**src/rtl/frame_ram_streamer_if.sv**
```systemverilog
// frame_ram_streamer_if
//   Bundles the frame-RAM read port, the AXI-Stream master beat signals and
//   the status pulses of frame_ram_streamer.
//   master modport: the streamer.
//   slave modport:  the environment, which holds the frame RAM and the stream sink.
//   Signals:
//     Frame_Ready       env -> streamer  one-cycle pulse, a complete frame is in RAM
//     RAM_Data          env -> streamer  RAM read data, valid one cycle after the read
//     T_READY           env -> streamer  downstream ready
//     RAM_Read_Address  streamer -> env  RAM read address
//     RAM_Read_Enable   streamer -> env  RAM read enable
//     T_VALID/T_DATA/T_LAST  streamer -> env  stream beat
//     Busy              streamer -> env  a frame is in progress
//     Frame_Done        streamer -> env  one-cycle pulse after the last beat is taken
//     Frame_Dropped     streamer -> env  one-cycle pulse, Frame_Ready was ignored
interface frame_ram_streamer_if #(
  parameter int DATA_WIDTH = 32,
  parameter int ADDR_WIDTH = 6
);
  logic                  Frame_Ready;
  logic [DATA_WIDTH-1:0] RAM_Data;
  logic                  T_READY;
  logic [ADDR_WIDTH-1:0] RAM_Read_Address;
  logic                  RAM_Read_Enable;
  logic                  T_VALID;
  logic [DATA_WIDTH-1:0] T_DATA;
  logic                  T_LAST;
  logic                  Busy;
  logic                  Frame_Done;
  logic                  Frame_Dropped;

  modport master (
    input  Frame_Ready, RAM_Data, T_READY,
    output RAM_Read_Address, RAM_Read_Enable, T_VALID, T_DATA, T_LAST,
           Busy, Frame_Done, Frame_Dropped
  );

  modport slave (
    output Frame_Ready, RAM_Data, T_READY,
    input  RAM_Read_Address, RAM_Read_Enable, T_VALID, T_DATA, T_LAST,
           Busy, Frame_Done, Frame_Dropped
  );
endinterface

```
**src/rtl/frame_ram_streamer.sv**
```systemverilog
// frame_ram_streamer
//   Reads one complete frame (2**ADDR_WIDTH words) out of a frame RAM with
//   one cycle of read latency and streams it as AXI-Stream beats. Reads are
//   throttled so that returned words always fit in a two-entry output buffer
//   (output register plus skid register), so backpressure never loses data
//   while an unstalled stream still runs at one beat per cycle.
//   Ports:
//     clk      rising-edge clock
//     reset_b  synchronous reset, active high
//     bus      frame_ram_streamer_if.master (RAM read port, stream, status)
//   Parameters:
//     DATA_WIDTH   sample word width
//     ADDR_WIDTH   frame RAM address width, frame length 2**ADDR_WIDTH
//     BIT_REVERSE  1 = RAM addresses issued in bit-reversed read-counter order
module frame_ram_streamer #(
  parameter int DATA_WIDTH  = 32,
  parameter int ADDR_WIDTH  = 6,
  parameter bit BIT_REVERSE = 1'b0
) (
  input logic                  clk,
  input logic                  reset_b,
  frame_ram_streamer_if.master bus
);

  typedef enum logic [1:0] {IDLE, FETCH, DRAIN} state_t;

  localparam logic [ADDR_WIDTH-1:0] LAST_IDX = '1;

  state_t                state, state_nxt;
  logic [ADDR_WIDTH-1:0] rd_cnt;
  logic [ADDR_WIDTH-1:0] beat_cnt;
  logic                  rd_pending;
  logic                  out_valid, skid_valid;
  logic [DATA_WIDTH-1:0] out_data, skid_data;
  logic                  frame_done_q, frame_dropped_q;

  logic                  handshake, last_hs;
  logic                  rd_issue, frame_start, frame_drop;
  logic [1:0]            occupancy;

  assign handshake = out_valid & bus.T_READY;
  assign last_hs   = handshake & (beat_cnt == LAST_IDX);

  // Words held or on their way after this edge. The beat leaving on this
  // cycle's handshake frees its slot, which is what lets a read issue every
  // cycle while the sink keeps up.
  assign occupancy = 2'(out_valid) + 2'(skid_valid) + 2'(rd_pending) - 2'(handshake);

  // NOTE: state registers take non-blocking assignments so every flop samples
  // pre-edge values regardless of block ordering.
  always_ff @(posedge clk) begin
    if (reset_b) state <= IDLE;
    else         state <= state_nxt;
  end

  // NOTE: every output of this block gets a default first, so no path can
  // leave a signal unassigned and infer a latch.
  always_comb begin
    state_nxt   = state;
    rd_issue    = 1'b0;
    frame_start = 1'b0;
    unique case (state)
      IDLE: begin
        if (bus.Frame_Ready) begin
          state_nxt   = FETCH;
          frame_start = 1'b1;
        end
      end
      FETCH: begin
        rd_issue = (occupancy < 2'd2);
        if (rd_issue && (rd_cnt == LAST_IDX)) state_nxt = DRAIN;
      end
      DRAIN: begin
        // A new frame arriving on the final handshake is taken directly.
        if (last_hs) begin
          if (bus.Frame_Ready) begin
            state_nxt   = FETCH;
            frame_start = 1'b1;
          end else begin
            state_nxt = IDLE;
          end
        end
      end
      default: state_nxt = IDLE;
    endcase
    frame_drop = bus.Frame_Ready & (state != IDLE) & ~frame_start;
  end

  // NOTE: the data registers are reset as well as the valid flags because
  // T_DATA is required to read 0 out of reset, not merely be ignored.
  always_ff @(posedge clk) begin
    if (reset_b) begin
      rd_cnt          <= '0;
      beat_cnt        <= '0;
      rd_pending      <= 1'b0;
      out_valid       <= 1'b0;
      out_data        <= '0;
      skid_valid      <= 1'b0;
      skid_data       <= '0;
      frame_done_q    <= 1'b0;
      frame_dropped_q <= 1'b0;
    end else begin
      frame_done_q    <= last_hs;
      frame_dropped_q <= frame_drop;
      rd_pending      <= rd_issue;

      if (frame_start) begin
        rd_cnt   <= '0;
        beat_cnt <= '0;
      end else begin
        if (rd_issue)  rd_cnt   <= rd_cnt + ADDR_WIDTH'(1);
        if (handshake) beat_cnt <= beat_cnt + ADDR_WIDTH'(1);
      end

      // Output buffer: the skid entry always refills the output register
      // first so beat order is preserved; the skid is never valid while the
      // output register is empty.
      if (handshake) begin
        if (skid_valid) begin
          out_data   <= skid_data;
          skid_valid <= rd_pending;
          if (rd_pending) skid_data <= bus.RAM_Data;
        end else begin
          out_valid <= rd_pending;
          if (rd_pending) out_data <= bus.RAM_Data;
        end
      end else if (rd_pending) begin
        if (!out_valid) begin
          out_valid <= 1'b1;
          out_data  <= bus.RAM_Data;
        end else begin
          skid_valid <= 1'b1;
          skid_data  <= bus.RAM_Data;
        end
      end
    end
  end

  assign bus.RAM_Read_Address = BIT_REVERSE ? {<<{rd_cnt}} : rd_cnt;
  assign bus.RAM_Read_Enable  = rd_issue;
  assign bus.T_VALID          = out_valid;
  assign bus.T_DATA           = out_data;
  assign bus.T_LAST           = out_valid & (beat_cnt == LAST_IDX);
  assign bus.Busy             = (state != IDLE);
  assign bus.Frame_Done       = frame_done_q;
  assign bus.Frame_Dropped    = frame_dropped_q;

endmodule

```
**src/flat_wrapper.sv**
```systemverilog
// flat-port wrapper written by rule: the top's interface ports become plain ports
module frame_ram_streamer_flat 
#(
  parameter int DATA_WIDTH  = 32,
  parameter int ADDR_WIDTH  = 6,
  parameter bit BIT_REVERSE = 1'b0
)
  (clk, reset_b, bus_Frame_Ready, bus_RAM_Data, bus_T_READY, bus_RAM_Read_Address, bus_RAM_Read_Enable, bus_T_VALID, bus_T_DATA, bus_T_LAST, bus_Busy, bus_Frame_Done, bus_Frame_Dropped);
  frame_ram_streamer_if #(.DATA_WIDTH(DATA_WIDTH), .ADDR_WIDTH(ADDR_WIDTH)) bus_i ();
  input logic clk;
  input logic reset_b;
  input wire logic [$bits(bus_i.Frame_Ready)-1:0] bus_Frame_Ready;
  input wire logic [$bits(bus_i.RAM_Data)-1:0] bus_RAM_Data;
  input wire logic [$bits(bus_i.T_READY)-1:0] bus_T_READY;
  output wire logic [$bits(bus_i.RAM_Read_Address)-1:0] bus_RAM_Read_Address;
  output wire logic [$bits(bus_i.RAM_Read_Enable)-1:0] bus_RAM_Read_Enable;
  output wire logic [$bits(bus_i.T_VALID)-1:0] bus_T_VALID;
  output wire logic [$bits(bus_i.T_DATA)-1:0] bus_T_DATA;
  output wire logic [$bits(bus_i.T_LAST)-1:0] bus_T_LAST;
  output wire logic [$bits(bus_i.Busy)-1:0] bus_Busy;
  output wire logic [$bits(bus_i.Frame_Done)-1:0] bus_Frame_Done;
  output wire logic [$bits(bus_i.Frame_Dropped)-1:0] bus_Frame_Dropped;
  assign bus_i.Frame_Ready = bus_Frame_Ready;
  assign bus_i.RAM_Data = bus_RAM_Data;
  assign bus_i.T_READY = bus_T_READY;
  assign bus_RAM_Read_Address = bus_i.RAM_Read_Address;
  assign bus_RAM_Read_Enable = bus_i.RAM_Read_Enable;
  assign bus_T_VALID = bus_i.T_VALID;
  assign bus_T_DATA = bus_i.T_DATA;
  assign bus_T_LAST = bus_i.T_LAST;
  assign bus_Busy = bus_i.Busy;
  assign bus_Frame_Done = bus_i.Frame_Done;
  assign bus_Frame_Dropped = bus_i.Frame_Dropped;
  frame_ram_streamer #(.DATA_WIDTH(DATA_WIDTH), .ADDR_WIDTH(ADDR_WIDTH), .BIT_REVERSE(BIT_REVERSE)) u_core (.clk(clk), .reset_b(reset_b), .bus(bus_i));
endmodule
```
**config.mk**
```make
export PLATFORM = sky130hd
export DESIGN_NAME = frame_ram_streamer_flat
export DESIGN_NICKNAME = d
export VERILOG_FILES = /design/src/rtl/frame_ram_streamer_if.sv /design/src/rtl/frame_ram_streamer.sv /design/src/flat_wrapper.sv
export SDC_FILE = /design/constraint.sdc
export NUM_CORES = 1
export LEC_CHECK = 0
export BUFFER_PORTS_ARGS = -buffer_cell sky130_fd_sc_hd__buf_2
export CORE_UTILIZATION = 45
export CTS_CLUSTER_DIAMETER = 80
export DETAILED_ROUTE_END_ITERATION = 7
export PLACE_DENSITY = 0.68
export SLEW_MARGIN = 20
export SYNTH_ARGS = -nofsm -noshare
export SYNTH_HDL_FRONTEND = slang
export SYNTH_SLANG_ARGS = --single-unit
export TNS_END_PERCENT = 30
```
**constraint.sdc**
```tcl
create_clock -name clk -period 10.32 [get_ports clk]
set_input_delay 3.096 -clock clk [delete_from_list [all_inputs] [get_ports clk]]
set_output_delay 3.096 -clock clk [all_outputs]
set_load 0.005 [all_outputs]
```
==> flow_metrics.tcl, run 1 <==
set metrics [dict create \
    postCtsSetupBuffers 0 \
    rsz0062_at_grt "false" \
    grt_pass1_vias 2842 \
    critical_path_arrival_ns 5.24 \
    dp.cells 582 \
    max_cap_viol_count 0 \
    antenna_left 0 \
    crit_fanout 13 \
    antenna_found_initial 0 \
    rr_startpoint "u_core.bus.T_VALID" \
    power_frac_seq_pct 47.8 \
    hpwl_um 4909 \
    finalNetCount 532 \
    routed_wirelength_um 7921 \
    routed_via_density 5.253 \
    syn_area_mm2 0.003576 \
    worst_pin_slew_ns 0.9124 \
    num_vias 3141 \
    n_antenna_cell 0 \
    synth_top_cells_by_area "dfxtp_1 46%, nand2_1 11%, a311oi_2 8.4%" \
    slowest_stage "mux2i_1" \
    clock_power_share_pct 44.1 \
    p_sw_share_pct 22.89 \
    clock_sinks 83 \
    clk_path_buf_depth 2 \
    row_count 32 \
    ys_ff_latch 83 \
    drc 0 \
    finClkSkew_ns 0.01261 \
    synth_cell_types 38 \
    final.setup.tns_ns 0 \
    crit_chain "buf_2 > nand2_1 > ha_1 > ha_1 > a21oi_4 > mux2i_1 > inv_1 > buf_2" \
    max_freq_mhz 120.0 \
    wl_per_cell_um 13.25 \
    grt_pass1_wl_um 13120 \
    netlist_top_cells_count "108 x nand2_1, 83 x dfxtp_1, 44 x nor2_1" \
    cp_data_required_time_ns 7.22 \
    vdd_drop_max_v 0.00009242 \
    synth_most_common_cell "nand2_1" \
    core_mm2 0.007687 \
    powerDensity_mw_per_mm2 163.4 \
    worst_setup_path_start_kind "primary input" \
    first_pass_iters 4 \
    overflow 0 \
    hold_start "u_core.skid_data[6]" \
    layout-drive-gt1-share_pct 25.00 \
    cts_made_buffers 9 \
    hold_buffers 0 \
    instances_no_fill 598 \
    grt_util_all_layers_pct 19.48 \
    holdCritPathClass "reg -> reg" \
    die_area_mm2 0.008307 \
    ys_seq_area_share_pct 46.47 \
    synth_top_cell_by_area "dfxtp_1" \
    syn_inst 429 \
    combPwrFrac_pct 8.1 \
    cts_tree "done" \
    start_util_pct 46.52 \
    cts_root_buffer "clkbuf_8" \
    gp_congestion 0.7215 \
    critPathTopFamily "multiplexers" \
    clk_pin_slew_ns 0.08 \
    slowest_delay_ns 0.78 \
    p_int_uw 535.9 \
    status "finished, final reports clean" \
    slew_headroom_pct 37.43 \
    finalSetupViolCount 0 \
    synth-edff-count 0 \
    die_w_um 91.15 \
    syn_avg_cell_area_um2 8.336 \
    cts_resized 0 \
    async_flop_share_pct 0 \
    fill_cells 734 \
    worstSetupStartpoint "bus_T_READY" \
    hold_violations 0 \
    cts_htree_levels 3 \
    timing.final.crit_share_pct 80.78 \
    syn2layout_area_growth_pct 18.93 \
    worst-setup-path-type "in -> out" \
    ys.flop_type "dfxtp_1" \
    p_switching_uw 159.1 \
    leakage_uw 0.001661 \
    die_h_um 91.15 \
    grt_max_degree 72 \
    yosys_warnings 0 \
    slew_violations 0 \
    crit_path_end_kind "output port" \
    clock_latency_ns 0.35 \
    min_period_ns 8.337 \
    crit_buf_inv 3 \
    io_buffers 79 \
    synth.top_cell.area_share_pct 46.47 \
    io_pins 80 \
    synth_fp_nets 470 \
    first_iter_violations 112 \
]
## layout by cell type, fill, tap and decap left out, types with 5 or more instances in the layout
master      n
ha_1        5
buf_4       6
o21ai_0     5
dfxtp_1    83
a311oi_1   12
nand2_1   107
a21oi_1    39
inv_1       7
nand3_1    36
a311oi_2   20
buf_2      79
nor2_1     44
clkbuf_8    9
## kinds of logic (layout without fill, tap and decap cells)
kind of cell    count (synthesis)  in the layout  share of synthesized area, %
simple gates                  206            206                         24.63
compound gates                 86             86                         19.98
flops                          83             83                         46.47
buf+inv                        41            108                         5.144
xor+xnor                        6              6                         1.470
fa+ha+maj                       5              5                         1.749
mux                             2              2                        0.5599
## worst min-delay path, stage by stage, from the launching register on
cell     delay, ns
dfxtp_1       0.32
nand2_1       0.05
a21oi_1       0.05
## power by group through the flow
stage               clock (uW)  sequential (uW)  combinational (uW)
floorplan                    0              340                36.0
global placement             0              340                55.4
detailed placement           0              340                56.3
CTS                        312              332                56.6
global route               327              334                62.5
finish                     306              333                56.1
## per-stage QoR
step | instance area [um^2] | total power [uW] | hold WS [ns] | util [%] | setup WS, ns
3_5_place_dp | 3986 | 396.3 | 0.4470 | 51.86 | 1.985
6_report | 4253 | 695.0 | 0.4585 | 55.32 | 1.983
5_1_grt | 4253 | 723.5 | 0.4811 | 55.32 | 1.810
2_1_floorplan | 3576 | 375.7 | 0.4366 | - | 2.716
4_1_cts | 4250 | 701.4 | 0.4586 | 55.29 | 1.966
3_3_place_gp | 3986 | 395.1 | 0.4418 | 51.86 | 2.072
## layer usage
metal / up-vias / share of wire (%) / wire length [um] / global-route usage, %
met5: - / 0 / 0 / 0
met4: 0 / 1.0 / 79 / 7.011
met3: 8 / 4.9 / 389 / 3.685
met2: 77 / 48 / 3787 / 33.14
met1: 1456 / 46 / 3664 / 24.52
li1: 1600 / - / - / -
## layout make-up
cell class / instances / area, um^2 / share of cell area (%)
clock inverter: 6 / 136.4 / 3.207
timing repair buffer: 85 / 440.4 / 10.36
clock buffer: 10 / 127.6 / 3.001
inverter: 7 / 26.28 / 0.6178
tap: 102 / 127.6 / 3.001
multi-input combinational: 305 / 1733 / 40.75
sequential: 83 / 1662 / 39.07
## registers in the layout (all words and copies together), names as in the netlist
signal,flops
u_core.state,2
u_core.bus.Frame_Dropped,1
u_core.bus.T_DATA,32
u_core.bus.Frame_Done,1
u_core.skid_data,32
u_core.bus.RAM_Read_Address,6
u_core.skid_valid,1
u_core.bus.T_VALID,1
u_core.rd_pending,1
u_core.beat_cnt,6
## final timing paths
path / cells after the start / to / slack, ns
hold reg to reg: 2 / u_core.skid_data[6] / 0.46
hold / removal: 2 / u_core.skid_data[6] / 0.46
setup / recovery: 8 / bus_RAM_Read_Enable / 1.98
setup reg to reg: 7 / u_core.state[1] / 7.53
Note: power is estimated with default switching activity, not from simulation.
==> inputs of run 2 (changes only) <==
Clock period 10.32 ns to 8.1 ns, I/O delays scaled along.
==> flow_metrics.tcl, run 2 (synthesis gave the netlist of run 1 again) <==
set metrics [dict create \
    status "finished, final reports clean" \
    routed_via_density 5.214 \
    slowest_stage "ha_1" \
    vdd_drop_max_v 0.00007648 \
    gp_congestion 0.7178 \
    drt-met1-wl_um 3564 \
    combPwrFrac_pct 9.3 \
    rsz0062_at_grt "false" \
    num_vias 3123 \
    core_mm2 0.007687 \
    routed_wirelength_um 7854 \
    hold_buffers 0 \
    wl_met2_um 3728 \
    io_pins 80 \
    reg2reg_to "u_core.bus.RAM_Read_Address[5]" \
    cp_data_required_time_ns 5.67 \
    final.setup.tns_ns 0 \
    clk_pin_slew_ns 0.07 \
    grt_pass1_wl_um 12710 \
    clock_latency_ns 0.35 \
    final_common_cell "nand2_1" \
    holdCritPathClass "reg -> reg" \
    slowest_delay_ns 0.33 \
    powerDensity_mw_per_mm2 184.5 \
    slew_headroom_pct 42.90 \
    finalNetCount 533 \
    critPathTopFamily "adder cells" \
    crit_fanout 13 \
    max_freq_mhz 153.8 \
    wl_per_cell_um 13.11 \
    crit_buf_inv 4 \
    cts_made_buffers 9 \
    reg2reg_depth 8 \
    grt_pass1_vias 2774 \
    worst-setup-path-type "in -> out" \
    hold_violations 0 \
    io_buffers 79 \
    finalSetupViolCount 0 \
    critical_path_arrival_ns 4.07 \
    die_area_mm2 0.008307 \
    crit_cells 9 \
    layout-drive-gt1-share_pct 25.15 \
    final_cell_mix "107 x nand2_1, 83 x dfxtp_1, 79 x buf_2, 44 x nor2_1, 39 x a21oi_1" \
    grt_util_all_layers_pct 18.94 \
    holdPathEnd "u_core.skid_data[14]" \
    hpwl_um 4825 \
    worst_pin_slew_ns 0.8564 \
    p_int_uw 572.7 \
    dp_slack_ns 1.612 \
    p_sw_share_pct 25.67 \
    drc 0 \
    instances_no_fill 599 \
    dp.cells 583 \
    die_h_um 91.15 \
    leakage_uw 0.001621 \
    crit_path_end_kind "output port" \
    min_path_cells 2 \
    antenna_found_initial 0 \
    max_cap_viol_count 0 \
    worst_setup_path_start_kind "primary input" \
    p_switching_uw 197.7 \
    grt_max_degree 72 \
    first_iter_violations 103 \
    overflow 0 \
    cts_htree_levels 3 \
    clk_path_buf_depth 2 \
    first_pass_iters 4 \
    rr_startpoint "u_core.bus.T_VALID" \
    setup_ws_ns 1.599 \
    timing.final.crit_share_pct 80.26 \
    wl_met3_um 468 \
    finClkSkew_ns 0.008203 \
    highest_layer "met4" \
    crit_chain "buf_2 > nand2_1 > ha_1 > ha_1 > a21oi_4 > mux2i_1 > buf_4 > inv_1 > buf_2" \
    cts_root_buffer "clkbuf_8" \
    min_period_ns 6.501 \
    row_count 32 \
    slew_violations 0 \
    power_frac_seq_pct 55.0 \
    antenna_left 0 \
    cts_resized 0 \
    r2r_setup_slack_ns 5.64 \
    hold_start "u_core.skid_data[14]" \
    postCtsSetupBuffers 0 \
    syn2layout_area_growth_pct 16.80 \
    clock_sinks 83 \
    n_antenna_cell 0 \
    start_util_pct 46.52 \
    clock_power_share_pct 35.7 \
    die_w_um 91.15 \
    cts_tree "done" \
]
[run 2: cell count changes in the layout (fill, tap and decap cells not counted)]
cell / before / now
clkbuf_8: 9 / 11
clkinv_2: 1 / 2
inv_8: 1 / 0
buf_4: 6 / 7
bufinv_16: 4 / 0
clkinvlp_4: 0 / 2
[run 2: worst max-delay path by stage]
| stage | from | slack, ns | to |
|---|---|---|---|
| 2_1_floorplan | bus_T_READY | 1.83 | bus_RAM_Read_Enable |
| 4_1_cts | bus_T_READY | 1.60 | bus_RAM_Read_Enable |
| 5_1_grt | bus_T_READY | 1.49 | bus_RAM_Read_Enable |
| 3_3_place_gp | bus_T_READY | 1.62 | bus_RAM_Read_Enable |
| 3_5_place_dp | bus_T_READY | 1.61 | bus_RAM_Read_Enable |
| 6_report | bus_T_READY | 1.60 | bus_RAM_Read_Enable |
[run 2: power groups by stage]
stage                     registers [uW]  logic, uW  clock network, uW
final                                424       71.6                275
after detailed placement             433       72.0                  0
after CTS                            424       72.4                283
after global routing                 425       79.8                298
after floorplan                      433       45.8                  0
after global placement               433       71.0                  0
[run 2: cell type report]
type                            instances  area, um^2
Multi-Input combinational cell        305        1733
Fill cell                             761        3511
Clock inverter                          4       25.02
Tap cell                              102       127.6
Inverter                                7       26.28
Timing Repair Buffer                   86       447.9
Sequential cell                        83        1662
Clock buffer                           12       155.1
[run 2: worst register-to-register path, stage by stage, from the launching register on]
cell     delay [ns]
dfxtp_1        0.48
nand2_1        0.18
ha_1           0.33
ha_1           0.31
a21oi_4        0.18
mux2i_1        0.09
buf_4          0.18
or4_1          0.51
a21oi_1        0.14
[run 2: layer usage]
layer  GRT usage, %  up-vias
met2          31.82       81
met1          23.10     1421
met4          9.259        0
met5              0        -
li1               -     1612
met3          3.769        9
[run 2: stage by stage]
| step | util, % | hold WS, ns | instance area (um^2) | power [uW] |
|---|---|---|---|---|
| floorplan | - | 0.4366 | 3576 | 478.7 |
| global placement | 51.95 | 0.4418 | 3994 | 504.0 |
| detailed placement | 51.95 | 0.4470 | 3994 | 505.2 |
| CTS | 54.30 | 0.4577 | 4174 | 779.0 |
| global route | 54.33 | 0.4801 | 4177 | 802.4 |
| finish | 54.33 | 0.4571 | 4177 | 770.4 |
